<file path="src/rtl/muldiv_ctrl.sv">
// muldiv_ctrl: bit-serial RV32M unsigned MUL/MULHU/DIVU/REMU sequencer that stalls EX until done
module muldiv_ctrl #(
  parameter int WIDTH = 32
) (
  input  logic             clk_i,
  input  logic             rst_i,
  input  logic             start_i,
  input  logic [9:0]       funct_i,
  input  logic [1:0]       ALUOp_i,
  input  logic [WIDTH-1:0] rs1_data_i,
  input  logic [WIDTH-1:0] rs2_data_i,
  input  logic             flush_i,
  output logic             stall_o,
  output logic             valid_o,
  output logic [WIDTH-1:0] result_o
);
  localparam int CW = $clog2(WIDTH);
  typedef enum logic [1:0] {IDLE, MUL, DIV, DONE} state_t;
  state_t state, state_nx;
  logic [CW-1:0] cnt;
  logic [WIDTH:0] acc, acc_nx, sum, shl;
  logic [WIDTH-1:0] low, low_nx, dvs, quick;
  logic hi, accept, go, last, fits, is_mul, is_div;
  always_comb begin
    accept = start_i && ALUOp_i == 2'b10 && funct_i[9:3] == 7'b0000001 && state == IDLE;
    go = accept && !flush_i;
    last = cnt == CW'(WIDTH - 1);
    stall_o = accept || state == MUL || state == DIV;
    valid_o = state == DONE;
    is_mul = !funct_i[2] && funct_i[1] == funct_i[0];
    is_div = funct_i[2] && funct_i[0] && |rs2_data_i;
    sum = acc + (low[0] ? {1'b0, dvs} : '0);
    shl = {acc[WIDTH-1:0], low[WIDTH-1]};
    fits = shl >= {1'b0, dvs};
    acc_nx = state == MUL ? sum >> 1 : (fits ? shl - {1'b0, dvs} : shl);
    low_nx = state == MUL ? {sum[0], low[WIDTH-1:1]} : {low[WIDTH-2:0], fits};
    // Ops that finish without iterating: divide by zero and the signed variants we do not support
    quick = funct_i[2:0] == 3'b101 ? '1 : funct_i[2:0] == 3'b111 ? rs1_data_i : '0;
    state_nx = flush_i ? IDLE :
               state == IDLE ? (go ? (is_mul ? MUL : is_div ? DIV : DONE) : IDLE) :
               state == DONE ? IDLE :
               last ? DONE : state;
  end
  always_ff @(posedge clk_i) begin
    if (rst_i) begin
      state <= IDLE;
      cnt <= '0;
      acc <= '0;
      low <= '0;
      dvs <= '0;
      hi <= 1'b0;
      result_o <= '0;
    end else begin
      state <= state_nx;
      if (go) begin
        cnt <= '0;
        acc <= '0;
        low <= rs1_data_i;
        dvs <= rs2_data_i;
        hi <= funct_i[1];
        if (state_nx == DONE) result_o <= quick;
      end else if (!flush_i && (state == MUL || state == DIV)) begin
        cnt <= cnt + 1'b1;
        acc <= acc_nx;
        low <= low_nx;
        // funct3[1] selects the upper half (MULHU) or remainder (REMU)
        if (last) result_o <= hi ? acc_nx[WIDTH-1:0] : low_nx;
      end
    end
  end
endmodule

</file>
<file path="config.mk">
export PLATFORM = sky130hd
export DESIGN_NAME = muldiv_ctrl
export DESIGN_NICKNAME = d
export VERILOG_FILES = /design/src/rtl/muldiv_ctrl.sv
export SDC_FILE = /design/constraint.sdc
export NUM_CORES = 1
export LEC_CHECK = 0
export ABC_AREA = 0
export BUFFER_PORTS_ARGS = -buffer_cell sky130_fd_sc_hd__buf_2
export CORE_MARGIN = 2
export CORE_UTILIZATION = 40
export DETAILED_ROUTE_END_ITERATION = 10
export PLACE_DENSITY = 0.55
export SYNTH_ARGS = -nofsm -noshare
export SYNTH_HDL_FRONTEND = slang
export SYNTH_SLANG_ARGS = --single-unit
</file>
<file path="constraint.sdc">
create_clock -name clk_i -period 4.43 [get_ports clk_i]
set_input_delay 0.2215 -clock clk_i [delete_from_list [all_inputs] [get_ports clk_i]]
set_output_delay 0.2215 -clock clk_i [all_outputs]
set_load 0.02 [all_outputs]
</file>
; Yosys cells after proc, flatten, opt, wreduce, memory -nomap -nowiden
; Index checks and enable logic that the tools add are counted.
[word_totals]
register_bits = 137
input_bits = 80
output_inout_bits = 34
elab_cells = 61
[classes]
n_addsub = 3
magnitude_cmp = 1
eq_ne = 11
mux = 20
reduce_logical = 19
[ops]
columns = operator, n
row1 = two-way mux 32 bit, 11
row2 = two-way mux 33 bit, 2
row3 = adder 33 x 32 -> 33 bit, 1
row4 = >= comparator 33 x 32 -> 1 bit, 1
row5 = subtractor 33 x 32 -> 33 bit, 1
row6 = OR reduction 32 bit, 1
row7 = two-way mux 2 bit, 6
row8 = equality test 2 bit (second input constant), 4
row9 = logical AND 1 bit, 8
row10 = equality test 7 x 1 -> 1 bit (second input constant), 1
row11 = equality test 3 bit (second input constant), 2
row12 = adder 5 x 1 -> 5 bit (second input constant), 1
row13 = equality test 5 bit (second input constant), 1
row14 = nonzero test 2 bit, 2
row15 = logical OR 1 bit, 3
row16 = AND reduction 3 bit, 1
row17 = equality test 2 x 1 -> 1 bit (second input constant), 1
row18 = zero test 1 bit, 2
row19 = zero test 2 bit, 1
row20 = != test 2 x 1 -> 1 bit (second input constant), 1
row21 = OR reduction 2 bit, 1
row22 = equality test 1 bit, 1
row23 = two-way mux 1 bit, 1

; Longest topological paths before layout
[depth]
word_depth = 11
depth_mapped = 15
depth_no_buf = 14

; Worst setup path before layout
; OpenSTA, ideal clock, no wires.
[synth_path]
path_type = register to register
startpoint = reg low[0]
endpoint = reg result_o[23]
setup_ns = 0.135
arrival_ns = 3.096
required_time_ns = 4.295
setup_slack_ns = 1.199
path_stages_with_launch = 14
path_buffers = 1
synth_period_minus_slack_ns = 3.231
cell_sequence = dfxtp_1 -> clkbuf_1 -> and2_1 -> ha_1 -> fa_1 -> a211oi_1 -> o21ai_0 -> o211ai_1 -> a211oi_1 -> o31a_1 -> xor2_1 -> and2_1 -> o311ai_0 -> a211oi_1
[synth_between]
elab_chain_cells = 7
[synth_lines]
columns = item, line_no
row1 = start: declaration, 22  ; logic [WIDTH-1:0] low, low_nx, dvs, quick;
row2 = start signal: assignment, 58  ; low <= rs1_data_i;
row3 = start signal: assignment, 65  ; low <= low_nx;
row4 = two-way mux 32 bit, 32  ; sum = acc + (low[0] ? {1'b0, dvs} : '0);
row5 = adder 33 x 32 -> 33 bit, 32
row6 = two-way mux 33 bit, 35  ; acc_nx = state == MUL ? sum >> 1 : (fits ? shl - {1'b0, dvs} : shl);
row7 = two-way mux 32 bit (2 in series), 67  ; if (last) result_o <= hi ? acc_nx[WIDTH-1:0] : low_nx;
row8 = two-way mux 32 bit, 62  ; end else if (!flush_i && (state == MUL || state == DIV)) begin
row9 = two-way mux 32 bit, 55  ; if (go) begin
row10 = end signal: assignment, 61  ; if (state_nx == DONE) result_o <= quick;
row11 = end signal: assignment, 67
row12 = end: declaration, 15  ; output logic [WIDTH-1:0] result_o
; No other way between the ends. The select of a mux whose other input is x is not followed.
; A chain may end at the register's enable or synchronous reset.

; Worst setup path in the final report
[layout_path]
startpoint = reg dvs[0]
endpoint = reg result_o[23]
[layout_between]
elab_chain_cells = 7
elab_cells_between_ends = 10
classes_between = 2 x add/sub / 1 x order compare / 7 x mux
[layout_lines]
columns = item, line_no
row1 = start: declaration, 22
row2 = start signal: assignment, 59  ; dvs <= rs2_data_i;
row3 = "subtractor 33 x 32 -> 33 bit, or another cell as far along", 35
row4 = two-way mux 33 bit or adder 33 x 32 -> 33 bit (tied branches), "35, 32"
row5 = two-way mux 33 bit *, 35
row6 = two-way mux 32 bit * (2 in series), 67
row7 = two-way mux 32 bit *, 62
row8 = two-way mux 32 bit *, 55
; Mark *: on every way between the ends. The rest lies on a longest branch, timed or not. The select of a mux whose other input is x is not followed.

==> metrics.csv <==
metric,value,unit
first-pass GRT wire length,57.2,mm
final setup TNS,0,ps
port bufs,113,
TritonCTS clock tree,done,
CP Max Fanout,4,
Die X,167,um
CTS root buffer,clkbuf_16,
cell row count,59,
Slew headroom,34.5,%
total core area,26100,um^2
Inst Count DP,1795,
FMAX,244,MHz
Top Ports,114,
die area,27900,um^2
Post-CTS Hold Buffers,0,
Post-CTS Setup Bufs,0,
Max Root-Sink Buffers,2,
status,"complete, no violations",
layout cells sized above 1,14.1,%
slowest CP cell,o211ai_1,
Max H-tree Level,4,
yosys warns,0,
register clock-pin slew on the reported worst setup and hold paths,70,ps
largest net degree at the start of global routing,85,
TritonCTS buffer count,17,
CP bufs+invs,1,
Die Y,167,um
worst setup margin,339,ps
GRT Util Overall,25.7,%
CP max stage delay,620,ps
Overflow after GRT,0,
Final setup viols,0,
Initial Util,40.8,%
pre-CTS setup slack,391,ps
cell mode on critical path,a211oi_1,
FILL cells,2683,
synthesized instance count,1416,
Post-Layout Cell Count,1827,
max-slew violations,0,
number of synthesized flops with an enable pin,0,
Mapped Nets,1570,
nets@finish,1633,
number of diodes,0,
P&R area growth vs syn,13.2,%
crit-path leading delay family,compound AO/OA/AOI/OAI gates,
Initial DRT Pass Iterations,5,
Detail Route Antenna Nets,0,
ys async rst share,0,%
Placer Congestion,0.894,
"Seq/Total Area, Yosys",25.8,%
Resize count post-CTS,0,
Max-Cap Viols,0,
WL per Instance,19.8,um
via/cell ratio,5.84,
final wirelength,36.2,mm
critical path class,reg2reg,
library cells used by synthesis,69,
CP startpoint kind,register,
RSZ-0062 raised after global routing,no,
"Hold Violations, Final",0,
post-synthesis cell area,10600,um^2
Tmin final,4090,ps
Leakage Power,4.94,nW
total power,2.84,mW
vias in the first global route,10123,
arrival time worst endpoint,4370,ps
DR DRC count,0,
crit path capture type,register,
Synth Flop Type,dfxtp_1,
Vias,10672,
Crit path required time,4710,ps
Post-Syn Area per Cell,7.51,um^2
Slew @ Worst Pin,982,ps
number of DRC markers in iteration 0,882,
DP HPWL,26.2,mm
"flops & latches, synth",137,
HP Class,in2reg,
Setup Skew,14.7,ps
Pwr Density,236,nW/um^2
clk sinks,137,
crit-path cells,and2_1 > ha_1 > fa_1 > a211oi_1 > o21ai_0 > buf_4 > o211ai_1 > a211oi_1 > o31a_1 > xor2_1 > and2_1 > o311ai_0 > a211oi_1,
Final Cycle Share,92.3,%
initial antenna violation count,0,
Worst-Skew Late Latency,430,ps
Worst IR Drop VDD,0.171,mV
-- logic make-up (layout without fill, tap and decap cells) --
family	Yosys count	after routing	share of synthesized area, %
simple gates	509	509	22.4
compound gates	426	426	25.5
flops	137	137	25.8
buf+inv	136	212	5.12
mux	78	78	7.66
fa+ha+maj	74	74	8.85
xor+xnor	56	56	4.61
-- cells in the final DEF, fill, tap and decap left out, types with 11 or more instances in the layout --
cell and n:
nand2_1 195, mux2_2 27, a21o_1 22, nor3_1 37, nand2b_1 12, dfxtp_1 137
nor2b_1 28, o21ai_0 76, buf_2 112, nand3_1 32, mux2i_1 51, xnor2_1 33
buf_4 20, a21oi_1 165, nand4_1 11, xor2_1 23, a221oi_1 12, o21a_1 16
nor2_1 105, clkbuf_16 17, and2_1 44, ha_1 71, a221o_1 19, o211ai_1 14
a211oi_1 29, a31oi_1 11, inv_1 48
-- report_power, final --
| part | internal [mW] | leakage (nW) | total (mW) | switching, mW |
|---|---|---|---|---|
| Sequential | 1.23 | 1.10 | 1.23 | 0.000240 |
| Clock | 0.860 | 0.287 | 1.51 | 0.654 |
| Combinational | 0.0356 | 3.55 | 0.0959 | 0.0602 |
| Total | 2.13 | 4.94 | 2.84 | 0.715 |
-- worst min-delay path, stage by stage --
cell and delay (ps):
buf_2 100, nand2_1 50, a21oi_1 50
-- flip-flops by register name, summed over array words and instances (netlist names) --
name,cells
cnt,5
result_o,32
state,2
dvs,32
hi,1
acc,33
low,32
-- final timing paths --
check	start	to	slack, ps	cells past startpoint
hold reg to reg	cnt[4]$_SDFFE_PP0P_	cnt[4]$_SDFFE_PP0P_	460	2
setup reg to reg	dvs[0]$_SDFFE_PP0P_	result_o[23]$_SDFFE_PP0P_	340	13
hold / removal	rs2_data_i[5]	dvs[5]$_SDFFE_PP0P_	30	3
setup / recovery	dvs[0]$_SDFFE_PP0P_	result_o[23]$_SDFFE_PP0P_	340	13
-- layout make-up --
class,count,area [um^2],area share [%]
multi-input combinational,1143,7380,61.3
sequential,137,2740,22.8
timing repair buffer,132,711,5.91
clock buffer,18,439,3.65
tap,335,419,3.48
inverter,48,180,1.50
clock inverter,14,160,1.33
-- metrics by stage --
step / utilization, % / hold WS [ps] / area (um^2)
2_1_floorplan: - / 301 / 10600
3_3_place_gp: 43.9 / 448 / 11400
3_5_place_dp: 43.9 / 454 / 11400
4_1_cts: 46.2 / 27.6 / 12000
5_1_grt: 46.2 / 44.9 / 12000
6_report: 46.2 / 34.1 / 12000
-- synth_stat cells (all sizes together) (6+ instances only) --
cell type | instances | area share (%)
a211o | 10 | 0.82
a211oi | 29 | 2.0
a21o | 22 | 1.6
a21oi | 165 | 7.8
a221o | 19 | 1.8
a221oi | 12 | 0.99
a31oi | 11 | 0.65
and2 | 45 | 2.7
and3 | 8 | 0.56
buf | 21 | 1.0
clkbuf | 67 | 2.4
dfxtp | 137 | 26
ha | 72 | 8.5
inv | 48 | 1.7
mux2 | 27 | 2.9
mux2i | 51 | 4.8
nand2 | 196 | 6.9
nand2b | 14 | 0.82
nand3 | 32 | 1.5
nand4 | 11 | 0.65
nor2 | 107 | 3.8
nor2b | 30 | 1.8
nor3 | 38 | 1.8
nor4 | 10 | 0.65
o211ai | 14 | 0.99
o21a | 16 | 1.1
o21ai | 78 | 3.7
o22ai | 8 | 0.47
o31a | 6 | 0.49
o31ai | 8 | 0.69
or3 | 7 | 0.41
xnor2 | 33 | 2.7
xor2 | 23 | 1.9
-- layer usage --
metal / vias to the layer above / global-route usage (%) / wire, um
met5: - / 0 / 0
met4: 0 / 6.22 / 618
met3: 39 / 4.37 / 2270
met2: 340 / 39.0 / 15500
met1: 5091 / 37.6 / 17800
li1: 5202 / - / -
No activity file was read; power rests on OpenSTA's default activity.
